**src/rtl/reply_arbiter.sv**
```systemverilog
// reply_arbiter: round-robin owner of the host reply byte stream.
// One source at a time is granted and its packet is forwarded with one cycle
// of latency. The arbiter enforces a start timeout after grant, a maximum
// forwarded length per packet and a fixed idle gap after every packet or abort.
module reply_arbiter #(
    parameter int N_REQ    = 4,
    parameter int GAP      = 4,
    parameter int START_TO = 64,
    parameter int MAX_LEN  = 1024
) (
    input  logic                 clk,
    input  logic                 rst,
    input  logic [N_REQ-1:0]     req,
    output logic [N_REQ-1:0]     gnt,
    input  logic [8*N_REQ-1:0]   din,
    input  logic [N_REQ-1:0]     din_en,
    output logic [7:0]           dout,
    output logic                 dout_en,
    output logic                 busy,
    output logic                 timeout_err,
    output logic                 overlen_err
);

    localparam int SEL_W = (N_REQ > 1) ? $clog2(N_REQ) : 1;

    localparam logic [1:0] ST_IDLE     = 2'd0;
    localparam logic [1:0] ST_GRANT    = 2'd1;
    localparam logic [1:0] ST_XFER     = 2'd2;
    localparam logic [1:0] ST_GAP_WAIT = 2'd3;

    // Counters compare against "last" values so the exit happens on the
    // cycle that completes the required count.
    localparam logic [15:0]      START_LAST = 16'(START_TO - 1);
    localparam logic [15:0]      GAP_LAST   = 16'(GAP - 1);
    localparam logic [15:0]      LEN_LIMIT  = 16'(MAX_LEN);
    localparam logic [SEL_W-1:0] SEL_MAX    = SEL_W'(N_REQ - 1);

    // First requester at or above p, wrapping at N_REQ.
    function automatic logic [SEL_W-1:0] rr_pick(input logic [N_REQ-1:0] r,
                                                 input logic [SEL_W-1:0] p);
        logic [2*N_REQ-1:0] rot;
        logic [SEL_W-1:0]   off;
        logic               found;
        int unsigned        pos;
        rot   = {r, r} >> p;
        off   = {SEL_W{1'b0}};
        found = 1'b0;
        for (int k = 0; k < N_REQ; k++) begin
            if (!found && rot[k]) begin
                off   = SEL_W'(k);
                found = 1'b1;
            end else begin
                off   = off;
                found = found;
            end
        end
        pos = 32'(p) + 32'(off);
        if (pos >= 32'(N_REQ)) begin
            pos = pos - 32'(N_REQ);
        end else begin
            pos = pos;
        end
        return SEL_W'(pos);
    endfunction

    // Round-robin successor of the source that just released the channel.
    function automatic logic [SEL_W-1:0] next_ptr(input logic [SEL_W-1:0] s);
        logic [SEL_W-1:0] n;
        if (s == SEL_MAX) begin
            n = {SEL_W{1'b0}};
        end else begin
            n = s + SEL_W'(1);
        end
        return n;
    endfunction

    // One-hot grant vector for source s.
    function automatic logic [N_REQ-1:0] onehot(input logic [SEL_W-1:0] s);
        logic [N_REQ-1:0] v;
        v    = {N_REQ{1'b0}};
        v[s] = 1'b1;
        return v;
    endfunction

    logic [1:0]       state_q, state_d;
    logic [SEL_W-1:0] ptr_q, ptr_d;
    logic [SEL_W-1:0] sel_q, sel_d;
    logic [N_REQ-1:0] gnt_q, gnt_d;
    logic [7:0]       dout_q, dout_d;
    logic             dout_en_q, dout_en_d;
    logic             busy_q, busy_d;
    logic             timeout_err_q, timeout_err_d;
    logic             overlen_err_q, overlen_err_d;
    logic             ovl_seen_q, ovl_seen_d;
    logic [15:0]      wait_cnt_q, wait_cnt_d;
    logic [15:0]      byte_cnt_q, byte_cnt_d;
    logic [15:0]      gap_cnt_q, gap_cnt_d;

    logic [SEL_W-1:0] pick_s;
    logic             src_en_s;
    logic [7:0]       src_byte_s;

    // Only the selected source's byte lane and valid are ever looked at.
    always_comb begin
        pick_s     = rr_pick(req, ptr_q);
        src_en_s   = din_en[sel_q];
        src_byte_s = din[{sel_q, 3'b000} +: 8];
    end

    // Next-state, forwarding and counter logic for the arbitration FSM.
    always_comb begin
        state_d       = state_q;
        ptr_d         = ptr_q;
        sel_d         = sel_q;
        gnt_d         = gnt_q;
        dout_d        = 8'h00;
        dout_en_d     = 1'b0;
        timeout_err_d = 1'b0;
        overlen_err_d = 1'b0;
        ovl_seen_d    = ovl_seen_q;
        wait_cnt_d    = wait_cnt_q;
        byte_cnt_d    = byte_cnt_q;
        gap_cnt_d     = gap_cnt_q;

        case (state_q)
            ST_IDLE: begin
                if (|req) begin
                    sel_d      = pick_s;
                    gnt_d      = onehot(pick_s);
                    state_d    = ST_GRANT;
                    wait_cnt_d = 16'd0;
                    byte_cnt_d = 16'd0;
                    ovl_seen_d = 1'b0;
                end else begin
                    gnt_d = {N_REQ{1'b0}};
                end
            end

            ST_GRANT: begin
                // Timeout takes priority over a byte arriving on the same edge.
                if (wait_cnt_q >= START_LAST) begin
                    timeout_err_d = 1'b1;
                    gnt_d         = {N_REQ{1'b0}};
                    ptr_d         = next_ptr(sel_q);
                    gap_cnt_d     = 16'd0;
                    state_d       = ST_GAP_WAIT;
                end else if (src_en_s) begin
                    dout_d     = src_byte_s;
                    dout_en_d  = 1'b1;
                    byte_cnt_d = 16'd1;
                    state_d    = ST_XFER;
                end else begin
                    wait_cnt_d = wait_cnt_q + 16'd1;
                end
            end

            ST_XFER: begin
                if (src_en_s) begin
                    if (byte_cnt_q < LEN_LIMIT) begin
                        dout_d     = src_byte_s;
                        dout_en_d  = 1'b1;
                        byte_cnt_d = byte_cnt_q + 16'd1;
                    end else begin
                        // Over-length: drop the byte, flag only the first drop,
                        // keep ownership until the source ends its packet.
                        byte_cnt_d    = byte_cnt_q;
                        overlen_err_d = ~ovl_seen_q;
                        ovl_seen_d    = 1'b1;
                    end
                end else begin
                    gnt_d     = {N_REQ{1'b0}};
                    ptr_d     = next_ptr(sel_q);
                    gap_cnt_d = 16'd0;
                    state_d   = ST_GAP_WAIT;
                end
            end

            ST_GAP_WAIT: begin
                // Requests are not considered until the gap has elapsed.
                if (gap_cnt_q >= GAP_LAST) begin
                    gap_cnt_d = 16'd0;
                    state_d   = ST_IDLE;
                end else begin
                    gap_cnt_d = gap_cnt_q + 16'd1;
                end
            end

            default: begin
                gnt_d   = {N_REQ{1'b0}};
                state_d = ST_IDLE;
            end
        endcase

        busy_d = (state_d != ST_IDLE);
    end

    // State and output registers; reset drops every output immediately.
    always_ff @(posedge clk or posedge rst) begin
        if (rst) begin
            state_q       <= ST_IDLE;
            ptr_q         <= {SEL_W{1'b0}};
            sel_q         <= {SEL_W{1'b0}};
            gnt_q         <= {N_REQ{1'b0}};
            dout_q        <= 8'h00;
            dout_en_q     <= 1'b0;
            busy_q        <= 1'b0;
            timeout_err_q <= 1'b0;
            overlen_err_q <= 1'b0;
            ovl_seen_q    <= 1'b0;
            wait_cnt_q    <= 16'd0;
            byte_cnt_q    <= 16'd0;
            gap_cnt_q     <= 16'd0;
        end else begin
            state_q       <= state_d;
            ptr_q         <= ptr_d;
            sel_q         <= sel_d;
            gnt_q         <= gnt_d;
            dout_q        <= dout_d;
            dout_en_q     <= dout_en_d;
            busy_q        <= busy_d;
            timeout_err_q <= timeout_err_d;
            overlen_err_q <= overlen_err_d;
            ovl_seen_q    <= ovl_seen_d;
            wait_cnt_q    <= wait_cnt_d;
            byte_cnt_q    <= byte_cnt_d;
            gap_cnt_q     <= gap_cnt_d;
        end
    end

    assign gnt         = gnt_q;
    assign dout        = dout_q;
    assign dout_en     = dout_en_q;
    assign busy        = busy_q;
    assign timeout_err = timeout_err_q;
    assign overlen_err = overlen_err_q;

endmodule

```
**config.mk**
```make
export PLATFORM = sky130hd
export DESIGN_NAME = reply_arbiter
export DESIGN_NICKNAME = d
export VERILOG_FILES = /design/src/rtl/reply_arbiter.sv
export SDC_FILE = /design/constraint.sdc
export NUM_CORES = 1
export LEC_CHECK = 0
export ABC_AREA = 1
export BUFFER_PORTS_ARGS = -buffer_cell sky130_fd_sc_hd__buf_2
export CORE_MARGIN = 4
export CORE_UTILIZATION = 50
export DETAILED_ROUTE_END_ITERATION = 10
export PLACE_DENSITY = 0.74
export SYNTH_ARGS = -nofsm -noshare
export SYNTH_HDL_FRONTEND = slang
export SYNTH_SLANG_ARGS = --single-unit
export TNS_END_PERCENT = 5
```
**constraint.sdc**
```tcl
create_clock -name clk -period 5.22 [get_ports clk]
set_input_delay 0.522 -clock clk [delete_from_list [all_inputs] [get_ports clk]]
set_output_delay 0.522 -clock clk [all_outputs]
set_load 0.05 [all_outputs]
```
After elaboration in Yosys (flattened, before gate mapping)
Index checks and enable logic that the tools add are counted.

storage, ports and cells
  input bits = 42
  output and inout bits = 16
  logic and storage cells = 121
  bits in registers = 71

operators by class
  mux-type cells = 57
  shift-type cells = 2
  eq/ne operators = 13
  reductions and logical operators = 22
  bitwise logic cells = 1
  $lt $le $gt $ge = 7
  $add $sub $neg = 6

operator list
  operator               number
  $mux 16                10
  $pmux 16 s3            2
  $add 16x1->16 const B  3
  $mux 8                 4
  $pmux 16 s2            1
  $shiftx 32x6->8        1
  $mux 2                 11
  $mux 1                 18
  $ne 2x2->1 const B     9
  $ge 16x2->1 const B    1
  $ge 16x6->1 const B    1
  $lt 16x11->1 const B   1
  $pmux 8 s2             1
  $mux 4                 3
  $pmux 4 s3             1
  $reduce_and 3->1       3
  $pmux 2 s4             1
  $reduce_and 4->1       2
  $reduce_bool 2->1      4
  $shr 8x2->4            1
  $eq 2x2->1 const B     3
  $lt 2x3->1 const B     2
  $reduce_and 6->1       1
  $reduce_bool 3->1      2
  16 further kinds       22

Depth between registers and ports, before layout
Gate-level depths: netlist of the first run.

  depth after elaboration = 20
  mapped depth = 12
  depth with buffers taken out = 12

Worst setup path after synthesis of the first run
OpenSTA, ideal clock, no wires.

  path type = input to register
  from = input req[1]
  to = register sel_q[1]
  slack = 3.491 ns
  setup time = 0.128 ns
  arrival = 1.601 ns
  stages = 11
  required time = 5.092 ns
  path through = nand2_1 > nand3_1 > nand2_1 > nand3_1 > a21boi_0 > ha_1 > xor2_1 > nand3b_1 > nand2_1 > nand2_1 > o21ai_0

on the way
  longest elaborated chain between the ends = 14

ends and longest elaborated chain
  item                                              RTL line  RTL
  start: declaration                                13        input logic [N_REQ-1:0] req,
  $shr 8x2->4                                       45        rot = {r, r} >> p;
  $mux 1                                            49        if (!found && rot[k]) begin
  $logic_not 1->1                                   49
  $logic_and 1x1->1                                 49
  $mux 1                                            49
  $logic_not 1->1                                   49
  $logic_and 1x1->1                                 49
  $mux 1                                            49
  $logic_not 1->1                                   49
  $logic_and 1x1->1                                 49
  $mux 2                                            49
  $add 2x2->3                                       57        pos = 32'(p) + 32'(off);
  $ge 3x3->1 / $sub 2x1->2 (equally long branches)  58, 59
  $mux 2                                            58        if (pos >= 32'(N_REQ)) begin
  end signal: assignment                            202       sel_q <= {SEL_W{1'b0}};
  end signal: assignment                            216       sel_q <= sel_d;
  end: declaration                                  87        logic [SEL_W-1:0] sel_q, sel_d;

Parallel ways exist; a longest one is shown, timed or not.
A chain may end at the register's enable or synchronous reset.

Worst setup path after layout of the first run
  from = register sel_q[0]
  to = register byte_cnt_q[1]

on the way
  longest elaborated chain between the ends = 4

ends and longest elaborated chain
  item                                 RTL line  RTL
  $bmux 1 s2 *                         106       src_en_s = din_en[sel_q];
  $mux 1 (implied by the code) *       106
  $ne 2x2->1 (no source line)          -
  $reduce_and 6->1 (no source line) *  -
  end signal: assignment               225       byte_cnt_q <= byte_cnt_d;
  end: declaration                     96        logic [15:0] byte_cnt_q, byte_cnt_d;

Every way passes the cells marked *; elsewhere a longest branch is shown, timed or not. The select of a mux whose other input is x is not followed.

==> results by group, run 1 <==
Worst setup path
  – RR Startpoint: sel_q[0]$_DFFE_PP0P_
  – Worst-path fanout max: 24
  – Worst path bufs/invs: 1
  – Slowest stage delay, CP: 0.62 ns
  – Delay-heaviest family, CP: simple AND/OR/NAND/NOR gates
  – Most frequent cell on the critical path: nand2_1
  – Slowest-stage cell, CP: dfrtp_1
  – Crit Path Class: reg -> reg
  – Crit path cell chain: inv_2 > nand2_1 > nand3_2 > nand2_2 > nand2_1 > nand3_2 > nor2_4 > nand2_1 > o21ai_1
  – Reg-to-Reg End: byte_cnt_q[1]$_DFFE_PP0P_
  – Crit path capture: byte_cnt_q[1]$_DFFE_PP0P_
  – FF-to-FF setup slack: 3.00 ns
  – Crit path DAT: 2.48 ns
  – Critical path depth in cells: 9
  – CP Data Required Time: roughly 5.5 ns
  – Worst setup path start: sel_q[0]$_DFFE_PP0P_
  – Critical path endpoint category: flop
  – R2R cell count: 9
  – CP startpoint kind: flop

STA
  – Fin. max-slew vios: 0
  – Fin Setup TNS: 0 ns
  – Worst Max-Slew Pin Slew: 0.866 ns
  – RSZ-0062 raised after global routing: false
  – Finish-stage setup viols: 0
  – Final setup margin: roughly 3.0 ns
  – Slew margin rel.: 0.423
  – Fin Hold WS: ~0.43 ns
  – Highest Clock Rate: 451 MHz
  – Hold violation count in the final report: 0
  – Layout Skew: about 0.0084 ns
  – Crit path time final: 2.22 ns
  – Period utilization: 0.424

Cells and area
  – Nets@finish: between 600 and 700
  – Proportion of layout cells with a drive suffix above 1: 0.174
  – Ant diodes: 0
  – Multi-input logic area: 1740 um^2
  – Layout area overhead: 14.2%
  – Sequential cell area: 1780 um^2
  – Layout Cells excl Fill: just under 700
  – Final instance area: 4420 um^2
  – Final core occ: 0.597
  – Fill count: roughly 680

Clocking
  – Clock Latency Late Sink: roughly 0.34 ns
  – Hold-fix buffers, CTS: 0
  – Clock buffer depth: 2
  – Total clock sinks: 71
  – CTS H-tree lvls: 3
  – Post-CTS setup buffers: 0
  – Clk root buf: clkbuf_8
  – Clock transition at the registers of the reported paths: 0.07 ns
  – CTS buffer count: 9
  – CTS tree: done
  – Post-CTS Resized: 0

Yosys
  – Ranking of synthesized cells by area: dfrtp_1 46%, nand2_1 11%, nor2_1 10%
  – Post-synth top area cell: dfrtp_1
  – Most numerous cell in the Yosys netlist: nand2_1
  – Post-synth top flop: dfrtp_1
  – Syn Nets: 570
  – Asr flop ratio synth: 1.00
  – Yosys top cell area share: 0.459
  – Cells after Synth: 518
  – Syn avg cell area: 7.48 um^2
  – FF+latch count, synth: just over 70
  – EDFF count, synth: 0
  – Most common library cells after synthesis: 110 x nand2_1, 108 x nor2_1, 72 x inv_1
  – Yosys cell types: 30
  – Synth Cell Area: ~3900 um^2
  – Ys Warns: 0
  – Register area share after synthesis: 0.459

Placement
  – Pre-CTS setup slack: approximately 3 ns
  – Post-Place Cell Area: roughly 4200 um^2
  – Buffers on Ports: 57
  – Placer Congestion: around 0.88
  – Final HPWL DP: slightly below 6 mm
  – Placed cells: between 600 and 700

Routing
  – DR iter-0 viols: 157
  – Pre-Repair DR Iteration Count: 5
  – Drt wl/cell: 11.9 um
  – Vias/cell: between 4 and 5
  – Drc violations: 0
  – Routed Antenna Nets: 0
  – Final wirelength: 8.08 mm
  – Routed via count: 3386

Hold path
  – Hold Crit Class: in -> async

Job
  – # Max-Cap Violations: 0

Global routing
  – Initial antenna violation count: 0
  – Gr ovfl total: 0
  – All-Layer GR Usage: 0.190
  – First-pass GRT wire length: 13.8 mm
  – Number of global-route vias before repair: roughly 3300
  – Largest net degree at the start of global routing: 72

Floorplan
  – Die ar.: 9220 um^2
  – Starting Density: 0.523
  – Std cell rows: 31
  – Die outline height: 96.0 um
  – I/O pin count: 58
  – Die width: 96.0 um
  – Core footprint: between 7000 and 8000 um^2

Power
  – Worst vdd ir: about 0.00024 V
  – Total power: around 2.2 mW
  – Static leakage: 2.37 nW
  – Pwr dens: 497 nW/um^2

Status
  – Status: completed
==> how the worst min path moves through the flow <==
stage                                          from                   endpoint  slack [ns]  cells past startpoint
final                                           rst  gap_cnt_q[13]$_DFFE_PP0P_        0.43                      3
after CTS                    ovl_seen_q$_DFFE_PP0P_      overlen_err$_DFF_PP0_        0.46                      1
after floorplan              ovl_seen_q$_DFFE_PP0P_      overlen_err$_DFF_PP0_        0.41                      1
after global placement       ovl_seen_q$_DFFE_PP0P_      overlen_err$_DFF_PP0_        0.45                      1
after global routing                        din[28]          dout[4]$_DFF_PP0_        0.49                      3
after detailed placement  wait_cnt_q[6]$_DFFE_PP0P_  wait_cnt_q[6]$_DFFE_PP0P_        0.45                      2
==> cells in the final DEF, fill, tap and decap left out, types with 2 or more instances in the layout <==
cell type  instances
nor3_1            10
dfrtp_1           71
nand3_2            4
inv_2              5
a21oi_1            9
nand3_1           38
o21ai_0           27
o21ai_2            5
buf_2             57
nor4_1             2
nand2_1          110
nand2_2            7
o21ai_1            6
or2_2              2
nor2_4             3
clkinv_2           2
nor2_1           108
ha_1              10
nand4_1            7
nand3b_1           2
clkbuf_8          12
inv_1             71
xor2_1             4
==> where the power goes <==
part           internal, mW  total, mW  leakage [nW]  switching, mW
sequential            0.632      0.719         0.969         0.0862
combinational         0.283       1.03          1.29          0.750
clock                 0.258      0.448         0.109          0.189
total                  1.17       2.20          2.37           1.03
==> state kept, by name, indices dropped and copies added, names as in the netlist, 2 cells and up <==
register and cells:
byte_cnt_q 16, wait_cnt_q 16, sel_q 2, gnt 4, ptr_q 2, gap_cnt_q 16, state_q 2, dout 8
==> kinds of logic after synthesis <==
group / count (synthesis) / synth area share
XOR/XNOR: 4 / 0.00904
AO/OA/AOI/OAI: 50 / 0.0707
multiplexers: 1 / 0.00258
adder cells (fa/ha/maj): 10 / 0.0323
buffers and inverters: 86 / 0.0930
AND/OR/NAND/NOR: 296 / 0.334
flip-flops: 71 / 0.459
==> routing by layer <==
| metal | track usage | share of wire |
|---|---|---|
| met5 | 0 | 0 |
| met3 | 0.0360 | 0.066 |
| met4 | 0.0865 | 0.019 |
| met1 | 0.245 | 0.46 |
| met2 | 0.310 | 0.45 |
==> tightest hold or removal path, delay by kind of cell <==
family | cells | cell delay [ns]
buffers and inverters | 3 | 0.78
==> area by class of cell <==
class | count | share of cell area
Sequential cell | 71 | 0.402
Clock buffer | 13 | 0.0382
Timing Repair Buffer | 58 | 0.0662
Tap cell | 99 | 0.0280
Inverter | 76 | 0.0645
Clock inverter | 3 | 0.00905
Multi-Input combinational cell | 361 | 0.393
Note: power is estimated with default switching activity, not from simulation.
==> run 2, diff against run 1 <==
--- a/config.mk
+++ b/config.mk
@@ -10,7 +10,7 @@
 export CORE_MARGIN = 4
 export CORE_UTILIZATION = 50
 export DETAILED_ROUTE_END_ITERATION = 10
-export PLACE_DENSITY = 0.74
+export PLACE_DENSITY = 0.77
 export SYNTH_ARGS = -nofsm -noshare
 export SYNTH_HDL_FRONTEND = slang
 export SYNTH_SLANG_ARGS = --single-unit
==> constraint.sdc (replaced) <==
create_clock -name clk -period 1.97 [get_ports clk]
set_input_delay 0.197 -clock clk [delete_from_list [all_inputs] [get_ports clk]]
set_output_delay 0.197 -clock clk [all_outputs]
set_load 0.05 [all_outputs]
==> results by group, run 2 (synthesized netlist as in run 1, its figures left out) <==
STA
  – Finish-stage setup viols: 0 (unchanged)
  – Highest Clock Rate: 548 MHz (+21%)
  – Slew margin rel.: 0.689 (+0.266)
  – Period utilization: 0.926 (+0.502)
  – RSZ-0062 raised after global routing: true
  – Fin. max-slew vios: 0 (unchanged)
  – Crit path time final: 1.82 ns (-0.391 ns)
  – Layout Skew: 0.0104 ns (+0.00193 ns)
  – Hold violation count in the final report: 0 (unchanged)
  – Final setup margin: 0.145 ns (-2.86 ns)
  – Fin Hold WS: 0.138 ns (-0.294 ns)
  – Fin Setup TNS: 0 ns (unchanged)
  – Worst Max-Slew Pin Slew: 0.463 ns (-0.403 ns)

Floorplan
  – I/O pin count: 58 (unchanged)
  – Starting Density: 0.523 (unchanged)
  – Std cell rows: 31 (unchanged)
  – Die outline height: 96.0 um (unchanged)
  – Die ar.: 9220 um^2 (unchanged)
  – Die width: 96.0 um (unchanged)
  – Core footprint: 7410 um^2 (unchanged)

Hold path
  – Hold Path End: dout[4]$_DFF_PP0_
  – Hold depth: 3
  – Hold Crit Class: in -> reg
  – Beginning of the worst hold path: din[28]

Routing
  – Final wirelength: 8.38 mm (+3.7%)
  – Pre-Repair DR Iteration Count: 5 (unchanged)
  – Met3 Wirelength: 560 um (+4.7%)
  – Drc violations: 0 (unchanged)
  – WL met2: 3.86 mm (+6.3%)
  – Met1 wire length: 3.82 mm (+1.7%)
  – Vias/cell: 4.95 (-0.40%)
  – Drt wl/cell: 12.1 um (+2.3%)
  – Routed via count: 3417 (+0.92%)
  – Routed Antenna Nets: 0 (unchanged)
  – DR iter-0 viols: 134 (-15%)
  – Top Metal Used: met4

Clocking
  – Clk root buf: clkbuf_8
  – Clock transition at the registers of the reported paths: 0.07 ns (about the same)
  – CTS tree: done
  – Clock buffer depth: 2 (unchanged)
  – CTS buffer count: 9 (unchanged)
  – Total clock sinks: 71 (unchanged)
  – CTS H-tree lvls: 3 (unchanged)
  – Clock Latency Late Sink: 0.35 ns (about the same)

Worst setup path
  – Worst-path fanout max: 6 (-75%)
  – FF-to-FF setup slack: 0.15 ns (-2.86 ns)
  – Crit path DAT: 2.05 ns (-0.43 ns)
  – Reg-to-Reg End: sel_q[1]$_DFFE_PP0P_
  – CP startpoint kind: flop
  – CP Data Required Time: 2.20 ns (-3.28 ns)
  – R2R cell count: 11 (+2)
  – RR Startpoint: ptr_q[0]$_DFFE_PP0P_
  – Crit Path Class: reg -> reg
  – Critical path endpoint category: flop

Cells and area
  – Layout area overhead: 17.8%
  – Biggest regs: byte_cnt_q x16, gap_cnt_q x16, wait_cnt_q x16
  – Layout Cells excl Fill: 690 (+1.3%)
  – Most frequent cells in the layout: 109 x nand2_1, 108 x nor2_1, 69 x inv_1, 69 x dfrtp_1, 57 x buf_2
  – Nets@finish: 638 (+1.4%)
  – Ant diodes: 0 (unchanged)
  – Most common cell after layout, fill and taps aside: nand2_1
  – Proportion of layout cells with a drive suffix above 1: 0.195 (+0.0210)

Global routing
  – Initial antenna violation count: 0 (unchanged)
  – Gr ovfl total: 0 (unchanged)
  – Largest net degree at the start of global routing: 72 (unchanged)
  – All-Layer GR Usage: 0.191 (+0.00106)
  – First-pass GRT wire length: 13.8 mm (-0.45%)
  – Number of global-route vias before repair: 3097 (-4.8%)

Status
  – Status: completed

Power
  – Total power: 6.28 mW (+190%)
  – Static leakage: 2.43 nW (+2.3%)
  – Pwr dens: 1380 nW/um^2 (+180%)
  – Worst vdd ir: 0.000711 V (+190%)

Placement
  – Final HPWL DP: 5.97 mm (+0.34%)
  – Pre-CTS setup slack: 0.0628 ns (-2.95 ns)
  – Placed cells: 670 (+0.75%)
  – Placer Congestion: 0.852 (-2.7%)
  – Buffers on Ports: 57 (unchanged)

Job
  – # Max-Cap Violations: 0 (unchanged)
==> run 2: cell count changes in the layout (fill, tap and decap cells not counted), moves of 2 or more <==
cell,change
bufinv_16,+2
inv_1,-2
clkinvlp_4,+2
clkbuf_8,-3
dfrtp_1,-2
buf_4,+6
dfrtp_2,+2
buf_12,+2
==> run 2: worst max-delay path, cell delays in order, from the launching register on <==
cell and delay (ns):
dfrtp_2 0.45, inv_2 0.10, nand2_1 0.08, nand3_1 0.10, nand3_1 0.09, a21boi_1 0.14, ha_1 0.17, xor2_1 0.18
nand3b_1 0.15, nand2_2 0.10, nand2_1 0.07, o21ai_0 0.07
==> run 2: report_power, final <==
group | total, mW | internal (mW) | switching, mW
Clock | 1.41 | 0.845 | 0.567
Sequential | 1.88 | 1.68 | 0.198
Combinational | 2.99 | 0.901 | 2.09
Total | 6.28 | 3.43 | 2.85
==> run 2: how the worst max path moves through the flow <==
stage | endpoint | depth (start not counted) | start
global placement | sel_q[1]$_DFFE_PP0P_ | 12 | ptr_q[0]$_DFFE_PP0P_
finish | sel_q[1]$_DFFE_PP0P_ | 11 | ptr_q[0]$_DFFE_PP0P_
detailed placement | sel_q[1]$_DFFE_PP0P_ | 12 | ptr_q[0]$_DFFE_PP0P_
floorplan | sel_q[1]$_DFFE_PP0P_ | 12 | ptr_q[0]$_DFFE_PP0P_
global route | sel_q[1]$_DFFE_PP0P_ | 12 | ptr_q[0]$_DFFE_PP0P_
CTS | sel_q[1]$_DFFE_PP0P_ | 12 | ptr_q[0]$_DFFE_PP0P_
==> run 2: timing repair <==
| action | 4_1_cts | 5_1_grt |
|---|---|---|
| resized for setup | 0 | 6 |
| endpoints found under the hold margin | 71 | 0 |
| setup buffers | 0 | 3 |
| setup endpoints to repair | 0 | 29 |
| hold buffers | 1 | 0 |
==> run 2: per-stage QoR <==
step	utilization	instance area [um^2]
floorplan	-	3880
detailed placement	0.578	4280
CTS	0.612	4540
global route	0.616	4560
finish	0.616	4560
global placement	0.578	4280
==> run 2: per-layer routing <==
layer | GRT usage | vias up
met5 | 0 | -
met4 | 0.0746 | 0
met3 | 0.0453 | 15
met2 | 0.308 | 98
met1 | 0.249 | 1554
li1 | - | 1750
==> run 2: final cells by class <==
class,count,area (um^2)
inverter,76,289
tap,99,124
sequential,71,1780
timing repair buffer,67,388
fill,651,2850
clock buffer,9,124
multi-input combinational,361,1740
clock inverter,7,120
